$ cat src/rtl/led_pkg.sv
`default_nettype none
// ============================================================================
// Module      : led_pkg
// Description : Shared state encoding and widths for the LED blink blocks.
// Revision    : 1.0 - initial release
// ============================================================================
package led_pkg;

    localparam int FLASH_CNT_W = 4;

    typedef enum logic [1:0] {
        ST_IDLE = 2'd0,
        ST_ON   = 2'd1,
        ST_OFF  = 2'd2,
        ST_GAP  = 2'd3
    } led_state_t;

endpackage : led_pkg
`default_nettype wire

$ cat src/rtl/led_tick_gen.sv
`default_nettype none
// ============================================================================
// Module      : led_tick_gen
// Description : Free-running prescaler emitting a one-cycle tick every
//               TICK_DIV clocks; a synchronous clear restarts the period.
// Revision    : 1.0 - initial release
// ============================================================================
module led_tick_gen #(
    parameter int TICK_DIV = 2_500_000
) (
    input  logic clk,
    input  logic rstn,
    input  logic clr,
    output logic tick
);

    localparam int              c_CNT_W = (TICK_DIV > 1) ? $clog2(TICK_DIV) : 1;
    localparam logic [c_CNT_W-1:0] c_LAST = c_CNT_W'(TICK_DIV - 1);

    logic [c_CNT_W-1:0] r_cnt;

    always_ff @(posedge clk) begin
        if (!rstn) begin
            r_cnt <= '0;
        end else if (clr || (r_cnt == c_LAST)) begin
            r_cnt <= '0;
        end else begin
            r_cnt <= r_cnt + c_CNT_W'(1);
        end
    end

    assign tick = (r_cnt == c_LAST);

endmodule : led_tick_gen
`default_nettype wire

$ cat src/rtl/led_blink_arbiter.sv
`default_nettype none
// ============================================================================
// Module      : led_blink_arbiter
// Description : Round-robin owner of one LED; flashes a 1-15 burst for the
//               granted requester and pulses done on normal completion.
// Revision    : 1.0 - initial release
// ============================================================================
module led_blink_arbiter
    import led_pkg::*;
#(
    parameter int N_REQ     = 4,
    parameter int TICK_DIV  = 2_500_000,
    parameter int ON_TICKS  = 5,
    parameter int OFF_TICKS = 5,
    parameter int GAP_TICKS = 10
) (
    input  logic                         clk,
    input  logic                         rstn,
    input  logic [N_REQ-1:0]             req,
    input  logic [FLASH_CNT_W*N_REQ-1:0] req_cnt,
    output logic [N_REQ-1:0]             grant,
    output logic [N_REQ-1:0]             done,
    output logic                         busy,
    output logic                         led
);

    localparam int c_PTR_W  = (N_REQ > 1) ? $clog2(N_REQ) : 1;
    localparam int c_SUM_W  = c_PTR_W + 1;
    localparam int c_PH_MAX = (ON_TICKS > OFF_TICKS) ?
                              ((ON_TICKS > GAP_TICKS) ? ON_TICKS : GAP_TICKS) :
                              ((OFF_TICKS > GAP_TICKS) ? OFF_TICKS : GAP_TICKS);
    localparam int c_PH_W   = $clog2(c_PH_MAX + 1);

    localparam logic [c_SUM_W-1:0] c_NREQ     = c_SUM_W'(N_REQ);
    localparam logic [c_PTR_W-1:0] c_PTR_LAST = c_PTR_W'(N_REQ - 1);
    localparam logic [c_PH_W-1:0]  c_ON_LAST  = c_PH_W'(ON_TICKS - 1);
    localparam logic [c_PH_W-1:0]  c_OFF_LAST = c_PH_W'(OFF_TICKS - 1);
    localparam logic [c_PH_W-1:0]  c_GAP_LAST = c_PH_W'(GAP_TICKS - 1);

    led_state_t               r_state;
    led_state_t               w_state_nxt;
    logic [N_REQ-1:0]         r_grant;
    logic [N_REQ-1:0]         r_done;
    logic                     r_busy;
    logic                     r_led;
    logic [c_PTR_W-1:0]       r_ptr;
    logic [FLASH_CNT_W-1:0]   r_flash;
    logic [c_PH_W-1:0]        r_phase;

    logic                     w_tick;
    logic                     w_clr;
    logic                     w_found;
    logic [c_PTR_W-1:0]       w_winner;
    logic [c_PTR_W-1:0]       w_ptr_nxt;
    logic [c_SUM_W-1:0]       w_sum;
    logic [N_REQ-1:0]         w_winner_oh;
    logic [FLASH_CNT_W-1:0]   w_cnt_sel;
    logic                     w_owner_req;
    logic                     w_load;
    logic                     w_off_end;
    logic                     w_finish;

    led_tick_gen #(
        .TICK_DIV (TICK_DIV)
    ) u_tick_gen (
        .clk  (clk),
        .rstn (rstn),
        .clr  (w_clr),
        .tick (w_tick)
    );

    // First requester at or after the pointer, wrapping at N_REQ.
    always_comb begin
        w_found  = 1'b0;
        w_winner = '0;
        w_sum    = '0;
        for (int k = 0; k < N_REQ; k++) begin
            w_sum = {1'b0, r_ptr} + c_SUM_W'(k);
            if (w_sum >= c_NREQ) begin
                w_sum = w_sum - c_NREQ;
            end
            if (!w_found && req[w_sum[c_PTR_W-1:0]]) begin
                w_found  = 1'b1;
                w_winner = w_sum[c_PTR_W-1:0];
            end
        end
    end

    always_comb begin
        w_cnt_sel   = '0;
        w_winner_oh = '0;
        for (int k = 0; k < N_REQ; k++) begin
            if (w_winner == c_PTR_W'(k)) begin
                w_cnt_sel      = req_cnt[FLASH_CNT_W*k +: FLASH_CNT_W];
                w_winner_oh[k] = w_found;
            end
        end
    end

    assign w_ptr_nxt   = (w_winner == c_PTR_LAST) ? '0 : (w_winner + c_PTR_W'(1));
    assign w_owner_req = |(req & r_grant);

    always_comb begin
        w_state_nxt = r_state;
        w_load      = 1'b0;
        w_off_end   = 1'b0;
        w_finish    = 1'b0;
        case (r_state)
            ST_IDLE: begin
                if (w_found) begin
                    w_state_nxt = ST_ON;
                    w_load      = 1'b1;
                end
            end
            ST_ON: begin
                if (!w_owner_req) begin
                    w_state_nxt = ST_GAP;
                end else if (w_tick && (r_phase == c_ON_LAST)) begin
                    w_state_nxt = ST_OFF;
                end
            end
            ST_OFF: begin
                if (!w_owner_req) begin
                    w_state_nxt = ST_GAP;
                end else if (w_tick && (r_phase == c_OFF_LAST)) begin
                    w_off_end = 1'b1;
                    if (r_flash <= FLASH_CNT_W'(1)) begin
                        w_state_nxt = ST_GAP;
                        w_finish    = 1'b1;
                    end else begin
                        w_state_nxt = ST_ON;
                    end
                end
            end
            ST_GAP: begin
                if (w_tick && (r_phase == c_GAP_LAST)) begin
                    w_state_nxt = ST_IDLE;
                end
            end
            default: begin
                w_state_nxt = ST_IDLE;
            end
        endcase
    end

    // Every phase starts from a fresh prescaler period.
    assign w_clr = (w_state_nxt != r_state);

    always_ff @(posedge clk) begin
        if (!rstn) begin
            r_state <= ST_IDLE;
            r_grant <= '0;
            r_done  <= '0;
            r_busy  <= 1'b0;
            r_led   <= 1'b0;
            r_ptr   <= '0;
            r_flash <= '0;
            r_phase <= '0;
        end else begin
            r_state <= w_state_nxt;
            r_led   <= (w_state_nxt == ST_ON);
            r_busy  <= (w_state_nxt != ST_IDLE);
            r_done  <= w_finish ? r_grant : '0;

            if (w_load) begin
                r_grant <= w_winner_oh;
                r_ptr   <= w_ptr_nxt;
                r_flash <= (w_cnt_sel == '0) ? FLASH_CNT_W'(1) : w_cnt_sel;
            end else begin
                if ((w_state_nxt == ST_GAP) || (w_state_nxt == ST_IDLE)) begin
                    r_grant <= '0;
                end
                if (w_off_end) begin
                    r_flash <= r_flash - FLASH_CNT_W'(1);
                end
            end

            if (w_clr) begin
                r_phase <= '0;
            end else if (w_tick) begin
                r_phase <= r_phase + c_PH_W'(1);
            end
        end
    end

    assign grant = r_grant;
    assign done  = r_done;
    assign busy  = r_busy;
    assign led   = r_led;

endmodule : led_blink_arbiter
`default_nettype wire

$ cat config.mk
export PLATFORM = sky130hd
export DESIGN_NAME = led_blink_arbiter
export DESIGN_NICKNAME = d
export VERILOG_FILES = /design/src/rtl/led_pkg.sv /design/src/rtl/led_tick_gen.sv /design/src/rtl/led_blink_arbiter.sv
export SDC_FILE = /design/constraint.sdc
export NUM_CORES = 1
export LEC_CHECK = 0
export CORE_ASPECT_RATIO = 2
export CORE_UTILIZATION = 57
export CTS_BUF_LIST = sky130_fd_sc_hd__clkbuf_4
export DETAILED_ROUTE_END_ITERATION = 10
export PLACE_DENSITY = 0.82
export SLEW_MARGIN = 20
export SYNTH_ARGS = -nofsm -noshare
export SYNTH_HDL_FRONTEND = slang
export SYNTH_SLANG_ARGS = --single-unit
$ cat constraint.sdc
create_clock -name clk -period 2.53 [get_ports clk]
set_input_delay 0.253 -clock clk [delete_from_list [all_inputs] [get_ports clk]]
set_output_delay 0.253 -clock clk [all_outputs]
set_load 0.03 [all_outputs]
==> flow_summary.yaml <==
sta:
  fin_crit_sh: 0.917
  finalHoldViolations: 0
  tightest_slew_ps: 723
  slew_headroom: 0.514
  final-setup-viol-count: 0
  whs_ps: 479
  maxSlewViolCount: 0
  fmax_mhz: 431
  rsz0062_at_grt: "false"
  fin_skew_ps: 11.6
  final.setup.tns_ps: 0
  final.min_clock_period_ps: 2320
synth:
  avgSynthCellArea_um2: 8.50
  netlist_area_um2: 2430
  synth_ff_type: "dfxtp_1"
  netlist_instances: 286
  ys_warn_count: 0
  synth-seq-area-share: 0.362
  synth_edf_count: 0
  synthArstFlopShare: 0
  synth_fp_nets: 320
  synth.distinct_cells: 53
  synth_seq_cells: 44
route:
  vias: 2339
  totalWireLength_um: 5950
  viasPerCell: 5.86
  ant_nets: 0
  wl_per_cell_um: 14.9
  first_pass_iters: 5
  drtIter0Drc: 48
  drc: 0
clocking:
  numClockSinks: 44
  cts_buffers: 5
  cts_tree: "yes"
  cts.clk_slew.worst_paths_ps: 120
  htreeDepth: 2
  clockBufferDepth: 2
  clock_latency_ps: 360
  clockRootBuffer: "clkbuf_4"
global_routing:
  met1_usage: 0.245
  use_met3: 0.0497
  gr-total-overflow: 0
  grt_pass1_vias: 2289
  antenna_found_initial: 0
  grt_max_degree: 18
  grt_use_total: 0.287
  grt_pass1_wl_um: 9340
  gr-max-usage-layer: "met2"
  grtUsageMet2: 0.537
finish:
  area_delta_synth_final_pct: 26.0
  diodes: 0
  finish.utilization: 0.750
  nNetsFinal: 381
  final_common_cell: "dfxtp_1"
  fin_cells: 399
  most-common-layout-cells: "dfxtp_1 (43), nor2_1 (38), buf_4 (31)"
  drive_gt1_frac: 0.147
critical_path:
  start_kind: "flip-flop"
  criticalPathCategory: "reg2reg"
  worstPathRequired_ps: 2820
  crit_path_max_incr_delay_ps: 410
  cp_cell_sequence: "mux2i_1 -> nor2_1 -> nor4_1 -> buf_4 -> inv_1 -> ha_1 -> a21oi_1 -> o21ai_0 -> a22o_1 -> o31a_1 -> a211oi_2"
  endpoint_kind: "flip-flop"
  worstPathMaxFanout: 6
  arrival_ps: 2610
  startpoint: "r_ptr[1]$_SDFFE_PN0P_"
  r2r_end: "r_flash[0]$_SDFFE_PN0P_"
  r2r_slack_ps: 210
  reg2reg_from: "r_ptr[1]$_SDFFE_PN0P_"
  worstRegToRegCells: 11
  critPathSlowestCell: "dfxtp_2"
place:
  gp_congestion: 0.857
  dp_cells: 391
  post-dp-hpwl_um: 4690
  io_buffer_count: 31
power_and_ir_drop:
  leakage_nw: 1.15
  peakVddDrop_v: 0.000544
  power_density_nw_per_um2: 523
  p_total_mw: 1.60
floorplan:
  dieArea_um2: 4550
  die_w_um: 48.2
  core-area_um2: 4090
  io_pins: 32
  initial_core_util: 0.595
  fp.dieH_um: 94.4
  row_count: 33
hold_path:
  min_path_type: "reg2reg"
  holdPathStages: 1
  min-delay-start: "u_tick_gen.r_cnt[0]$_SDFF_PP0_"
  hold_end: "u_tick_gen.r_cnt[0]$_SDFF_PP0_"
job:
  maxCapViolCount: 0
run_status:
  outcome: "complete, no violations"
logic make-up after synthesis:
| logic type | count (synthesis) | share of synthesized area |
|---|---|---|
| DFF | 44 | 0.362 |
| and+or+nand+nor | 133 | 0.286 |
| buffers and inverters | 20 | 0.0345 |
| xor gates and xnor gates | 25 | 0.0900 |
| muxes | 3 | 0.0123 |
| AOI/OAI and AO/OA | 49 | 0.153 |
| adders and majority gates | 12 | 0.0617 |
how the worst max path moves through the flow:
stage / endpoint
finish: r_flash[0]$_SDFFE_PN0P_
global route: r_flash[0]$_SDFFE_PN0P_
CTS: r_flash[0]$_SDFFE_PN0P_
detailed placement: r_flash[0]$_SDFFE_PN0P_
global placement: r_flash[0]$_SDFFE_PN0P_
floorplan: r_flash[0]$_SDFFE_PN0P_
cell type report:
cell class	count	area (µm²)
flip-flops and latches	44	882
well taps	52	65.1
repair buffers	62	546
inverters	12	45.0
multi-input cells	222	1480
clock inverters	1	5.00
fillers	301	1020
clock buffers	6	45.0
cell usage after synthesis, types with 7 or more instances:
cell      n  area [µm²]
a21oi_1  19        95.1
and2_1    8        50.1
dfxtp_1  44         881
ha_1     12         150
inv_1    11        41.3
nand2_1  24        90.1
nand3_1  16        80.1
nand4_1  10        62.6
nor2_1   38         143
nor3_1    7        35.0
xnor2_1   8        70.1
xor2_1   17         149
registers in the layout (all words and copies together) (netlist names):
signal,flops
r_state,2
done,4
r_flash,4
u_tick_gen.r_cnt,22
r_phase,4
grant,4
busy,1
r_ptr,2
led,1
repair_timing:
item	4_1_cts	5_1_grt
setup buffers	0	1
resized for setup	0	5
hold buffers	0	0
endpoints found under the setup margin	0	5
metal layers:
metal | vias up | wire, µm
met5 | - | 0
met4 | 0 | 329
met3 | 31 | 160
met2 | 63 | 3430
met1 | 1106 | 2030
li1 | 1139 | -
metrics by stage:
| stage | setup slack, ps | area, µm² |
|---|---|---|
| after floorplan | 235 | 2430 |
| after CTS | 130 | 3040 |
| after global routing | 27.8 | 3060 |
| after detailed placement | -212 | 2990 |
| final | 209 | 3060 |
| after global placement | -125 | 2990 |
critical path: cells and delay by family, from the launching register on:
kind | cells | cell delay (ps)
AO/OA/AOI/OAI | 5 | 870
flip-flops | 1 | 410
AND/OR/NAND/NOR | 2 | 290
adder cells (fa/ha/maj) | 1 | 250
buffers and inverters | 2 | 230
multiplexers | 1 | 210
power breakdown:
part	leakage, nW	total [mW]	switching, mW	internal (mW)
Clock	0.0315	0.327	0.214	0.113
Sequential	0.358	0.776	0.0454	0.730
Combinational	0.762	0.499	0.260	0.239
Total	1.15	1.60	0.519	1.08
No activity file was read; power rests on OpenSTA's default activity.
